<file path="src/rtl/fetch_stage.sv">
// fetch_stage: RV32I instruction fetch with PC, IF/ID register, stall, redirect and halt detection
module fetch_stage #(
   parameter int          ADDR_W   = 5,
   parameter logic [31:0] RESET_PC = 32'h0000_0000
) (
   input  logic              clk,
   input  logic              rst_n,
   output logic [ADDR_W-1:0] rom_addr,
   input  logic [31:0]       rom_instr,
   input  logic              stall,
   input  logic              redirect_valid,
   input  logic [31:0]       redirect_pc,
   output logic [31:0]       pc,
   output logic              if_id_valid,
   output logic [31:0]       if_id_instr,
   output logic [31:0]       if_id_pc,
   output logic              halted
);
   localparam logic [31:0] NOP  = 32'h0000_0013;
   localparam logic [31:0] HALT = 32'hffff_ffff;
   typedef enum logic {RUN, HALTED} state_t;
   state_t state;
   assign rom_addr = pc[ADDR_W+1:2];
   assign halted   = state == HALTED;
   always_ff @(posedge clk) begin
      if (!rst_n) begin
         pc          <= RESET_PC;
         if_id_valid <= 1'b0;
         if_id_instr <= NOP;
         if_id_pc    <= 32'h0;
         state       <= RUN;
      end else if (redirect_valid) begin
         pc          <= redirect_pc & 32'hffff_fffc;
         if_id_valid <= 1'b0;
         if_id_instr <= NOP;
         state       <= RUN;
      end else if (!stall) begin
         if (state == HALTED) begin
            if_id_valid <= 1'b0;
            if_id_instr <= NOP;
         end else begin
            if_id_valid <= 1'b1;
            if_id_instr <= rom_instr;
            if_id_pc    <= pc;
            // the halt word parks the PC on itself so a redirect can resume cleanly
            if (rom_instr == HALT) state <= HALTED;
            else pc <= pc + 32'd4;
         end
      end
   end
endmodule

</file>
<file path="config.mk">
export PLATFORM = sky130hd
export DESIGN_NAME = fetch_stage
export DESIGN_NICKNAME = d
export VERILOG_FILES = /design/src/rtl/fetch_stage.sv
export SDC_FILE = /design/constraint.sdc
export NUM_CORES = 1
export LEC_CHECK = 0
export BUFFER_PORTS_ARGS = -buffer_cell sky130_fd_sc_hd__buf_2
export CAP_MARGIN = 20
export CORE_MARGIN = 10
export CORE_UTILIZATION = 25
export CTS_BUF_LIST = sky130_fd_sc_hd__clkbuf_4
export DETAILED_ROUTE_END_ITERATION = 7
export GPL_TIMING_DRIVEN = 0
export PLACE_DENSITY = 0.43
export SYNTH_ARGS = -nofsm -noshare
export SYNTH_HDL_FRONTEND = slang
export SYNTH_SLANG_ARGS = --single-unit
</file>
<file path="constraint.sdc">
create_clock -name clk -period 4.8 [get_ports clk]
set_input_delay 0.48 -clock clk [delete_from_list [all_inputs] [get_ports clk]]
set_output_delay 0.48 -clock clk [all_outputs]
set_load 0.02 [all_outputs]
</file>
# ---- Word level (Yosys, flattened, before mapping)
# Index checks and enable logic that the tools add are counted.
dict set report word_totals {
  reg_bits 98
}
dict set report op_classes {
  add_sub_neg 1
  n_bitwise 5
  n_mux 8
  eq_ne 4
  reduce_logical 4
}
# cell n
set ops {}
lappend ops {{$mux 32} 5}
lappend ops {{$add 32x3->32 const B} 1}
lappend ops {{$eq 32x32->1 const B} 1}
lappend ops {{$reduce_and 3->1} 3}
lappend ops {{$not 1->1} 5}
lappend ops {{$ne 2x2->1 const B} 2}
lappend ops {{$mux 1} 3}
lappend ops {{$ne 2x1->1 const B} 1}
lappend ops {{$reduce_or 2->1} 1}

# ---- Logic depth before layout (Yosys ltp)
dict set report depth {
  depth_word 5
  depth_mapped 7
  mapped_depth_nobuf 6
}

# ---- Worst setup path before layout
# OpenSTA, ideal clock, no wires.
dict set report synth_timing {
  path_type {reg2reg}
  startpoint {register pc[2]}
  endpoint {register pc[24]}
  t_required_ps 4667
  t_arrival_ps 1808
  slack_ps 2859
  period_less_slack_ps 1941
  setup_time_ps 133
  path_stages_with_launch 7
  cell_sequence {dfxtp_1 -> ha_1 -> and4_1 -> nand4_4 -> a2111oi_2 -> xnor2_1 -> a21oi_1}
}
dict set report synth_between {
  elab_chain_len 5
}
# item line_no
set synth_lines {}
lappend synth_lines {{start, declared} 13} ;# output logic [31:0] pc,
lappend synth_lines {{start signal, assigned} 33} ;# pc <= redirect_pc & 32'hffff_fffc;
lappend synth_lines {{start signal, assigned} 47} ;# else pc <= pc + 32'd4;
lappend synth_lines {{$add 32x3->32} 47}
lappend synth_lines {{$mux 32} 46} ;# if (rom_instr == HALT) state <= HALTED;
lappend synth_lines {{$mux 32} 38} ;# if (state == HALTED) begin
lappend synth_lines {{$mux 32} 37} ;# end else if (!stall) begin
lappend synth_lines {{$mux 32} 32} ;# end else if (redirect_valid) begin
# Every way passes these cells. The select of a mux whose other input is x is not followed.
# A chain may end at the register's enable or synchronous reset.

# ---- Final worst setup path
dict set report layout_timing {
  startpoint {register pc[5]}
  endpoint {register pc[23]}
}
# Same word-level chain as after synthesis.

==> results.sh <==
export IMPL_die_x_um=150
export IMPL_fmax_ghz=0.444
export IMPL_grt_use_total_pct=13.9
export IMPL_grt_overflow_total=0
export IMPL_drc=0
export IMPL_min_delay_path_depth=3
export IMPL_reg2reg_to="pc[23]"
export IMPL_drtPass1Iterations=4
export IMPL_setup_violations=0
export IMPL_r2r_start="pc[5]"
export IMPL_period_needed_ps=2250
export IMPL_clk_latency_ps=480
export IMPL_coreArea_um2=16600
export IMPL_initial_core_util_pct=25.5
export IMPL_wl_per_cell_um=17.7
export IMPL_cts_sinks=94
export IMPL_yosysTopAreaCellShare_pct=44.3
export IMPL_skew_ps=34.7
export IMPL_portBuffers=163
export IMPL_clockRootBuffer="clkbuf_4"
export IMPL_fp_dieArea_um2=22600
export IMPL_cts_tree="built"
export IMPL_critPathRequiredTime_ps=5220
export IMPL_cts_buffers=9
export IMPL_dp_hpwl_mm=12.5
export IMPL_status="finished, final reports clean"
export IMPL_synth_cell_types=47
export IMPL_min_from="rom_instr[20]"
export IMPL_wirelength_mm=15.8
export IMPL_syn_instance_count=487
export IMPL_rsz0062_at_grt="false"
export IMPL_grt_pass1_vias=4485
export IMPL_cts_max_path_buffers=2
export IMPL_r2r_slack_ps=2550
export IMPL_cp_max_fo=8
export IMPL_crit_type="flop to flop"
export IMPL_hold_class="primary input to flop"
export IMPL_relSlewSlack_pct=44.4
export IMPL_postCtsSetupBuffers=0
export IMPL_stdcell_count=891
export IMPL_pwr_density_cell_nw_per_um2=284
export IMPL_async_flop_share_pct=0
export IMPL_antenna_found_initial=3
export IMPL_cts_htree_levels=3
export IMPL_rows=47
export IMPL_reg2regPathDepth=5
export IMPL_yosysTopAreaCell="dfxtp_1"
export IMPL_final_common_cell="buf_2"
export IMPL_synth_edf_count=0
export IMPL_worstMarginPinSlew_ps=813
export IMPL_clkTransAtPathRegs_ps=160
export IMPL_dp_cells=873
export IMPL_worstPathArrival_ps=2670
export IMPL_yosysWarnings=0
export IMPL_ios=171
export IMPL_fin_nets=733
export IMPL_hold_path_endpoint="if_id_instr[20]"
export IMPL_postCtsHoldBufs=0
export IMPL_cts_resized_gates=0
export IMPL_area_delta_synth_final_pct=29.3
export IMPL_drive_gt1_share_pct=31.5
export IMPL_seq_area_frac_synth_pct=44.3
export IMPL_hold_viol=0
export IMPL_worst_setup_path_start_kind="flop"
export IMPL_holdWs_ps=235
export IMPL_vias=4217
export IMPL_synth_area_leaders="dfxtp_1, nand2_1, a21boi_0, a22oi_1, xnor2_1"
export IMPL_setup_tns_ps=0
export IMPL_leakagePower_uw=0.00229
export IMPL_synthesis_area_um2=4250
export IMPL_peakVddDrop_mv=0.0966
export IMPL_max_cap_viol_count=0
export IMPL_drt_iter0_markers=209
export IMPL_end_kind="flop"
export IMPL_grt_max_degree=17
export IMPL_die_h_um=150
export IMPL_ys_ff_latch=94
export IMPL_viasPerCell=4.73
export IMPL_synth_ff_type="dfxtp_1"
export IMPL_finalCritPeriodShare_pct=46.9
export IMPL_layout_common_cells="buf_2, dfxtp_1, nand2_1"
export IMPL_ant_nets=0
export IMPL_maxSlewViolCount=0
export IMPL_grt_pass1_wl_mm=24.7
export IMPL_gp_congestion=0.791
export IMPL_syn_avg_cell_area_um2=8.72
export IMPL_final_util_pct=33.0
[report_power, final]
part           leakage (uW)  switching [uW]  total (uW)  internal [uW]
Clock             0.0000720             292         452            160
Combinational       0.00144             158         252           94.5
Sequential         0.000770            39.9         855            815
[cell usage after synthesis, drive strengths merged, types with 3 or more instances]
cell	count
dfxtp	94
nand2	80
nor2	33
a21boi	30
a22oi	29
clkbuf	27
o21ai	27
a21oi	24
xnor2	20
nand4	18
buf	17
a2111oi	15
nand3	10
a211oi	9
inv	7
a31oi	6
and3	6
and4	6
nor3	4
a31o	3
o22ai	3
[per-stage QoR]
step                      setup slack (ps)  area, um^2  total power (uW)
after detailed placement              2350        5350              1130
after global placement                2370        5350              1120
after floorplan                       2860        4260              1010
final                                 2550        5490              1560
after CTS                             2560        5490              1590
after global routing                  2300        5490              1660
[flip-flops by register name, indices dropped and copies added (netlist names)]
| register | count |
|---|---|
| halted | 1 |
| if_id_valid | 1 |
| if_id_pc | 30 |
| pc | 30 |
| if_id_instr | 32 |
[metal layers]
layer	track usage (%)	share of wire [%]	up-vias
met1	16.8	43	1962
met5	0	0.044	-
li1	-	-	2095
met4	5.25	2.1	2
met3	4.59	8.2	21
met2	22.5	47	137
[critical path, cell delays in order (launching register included)]
cell,delay (ps)
dfxtp_1,540
and4_1,290
nand3_2,220
a2111oi_0,770
nand3_1,170
a31oi_1,200
[cell type report]
type / count / area [um^2]
antenna: 2 / 5.00
fill: 1834 / 11100
multi-input combinational: 345 / 2130
tap: 220 / 275
sequential: 94 / 1880
timing repair buffer: 163 / 816
buffer: 44 / 224
clock inverter: 7 / 71.3
inverter: 7 / 26.3
clock buffer: 9 / 67.6
[worst max path at each step]
stage	startpoint	endpoint	slack [ps]	depth (start not counted)
after floorplan	pc[2]	pc[24]	2860	6
after global routing	pc[2]	pc[30]	2300	6
after CTS	pc[2]	pc[30]	2560	6
final	pc[5]	pc[23]	2550	5
after global placement	rom_instr[4]	pc[16]	2370	7
after detailed placement	stall	pc[23]	2350	6
[logic make-up after synthesis]
kind of cell | after synthesis | synth area share [%]
AND/OR/NAND/NOR | 168 | 19.5
AO/OA/AOI/OAI | 149 | 25.2
flip-flops | 94 | 44.3
buffers and inverters | 51 | 5.89
XOR/XNOR | 22 | 4.54
adder cells (fa/ha/maj) | 1 | 0.295
other | 1 | 0.0883
multiplexers | 1 | 0.236
(Power assumes the default switching activity.)
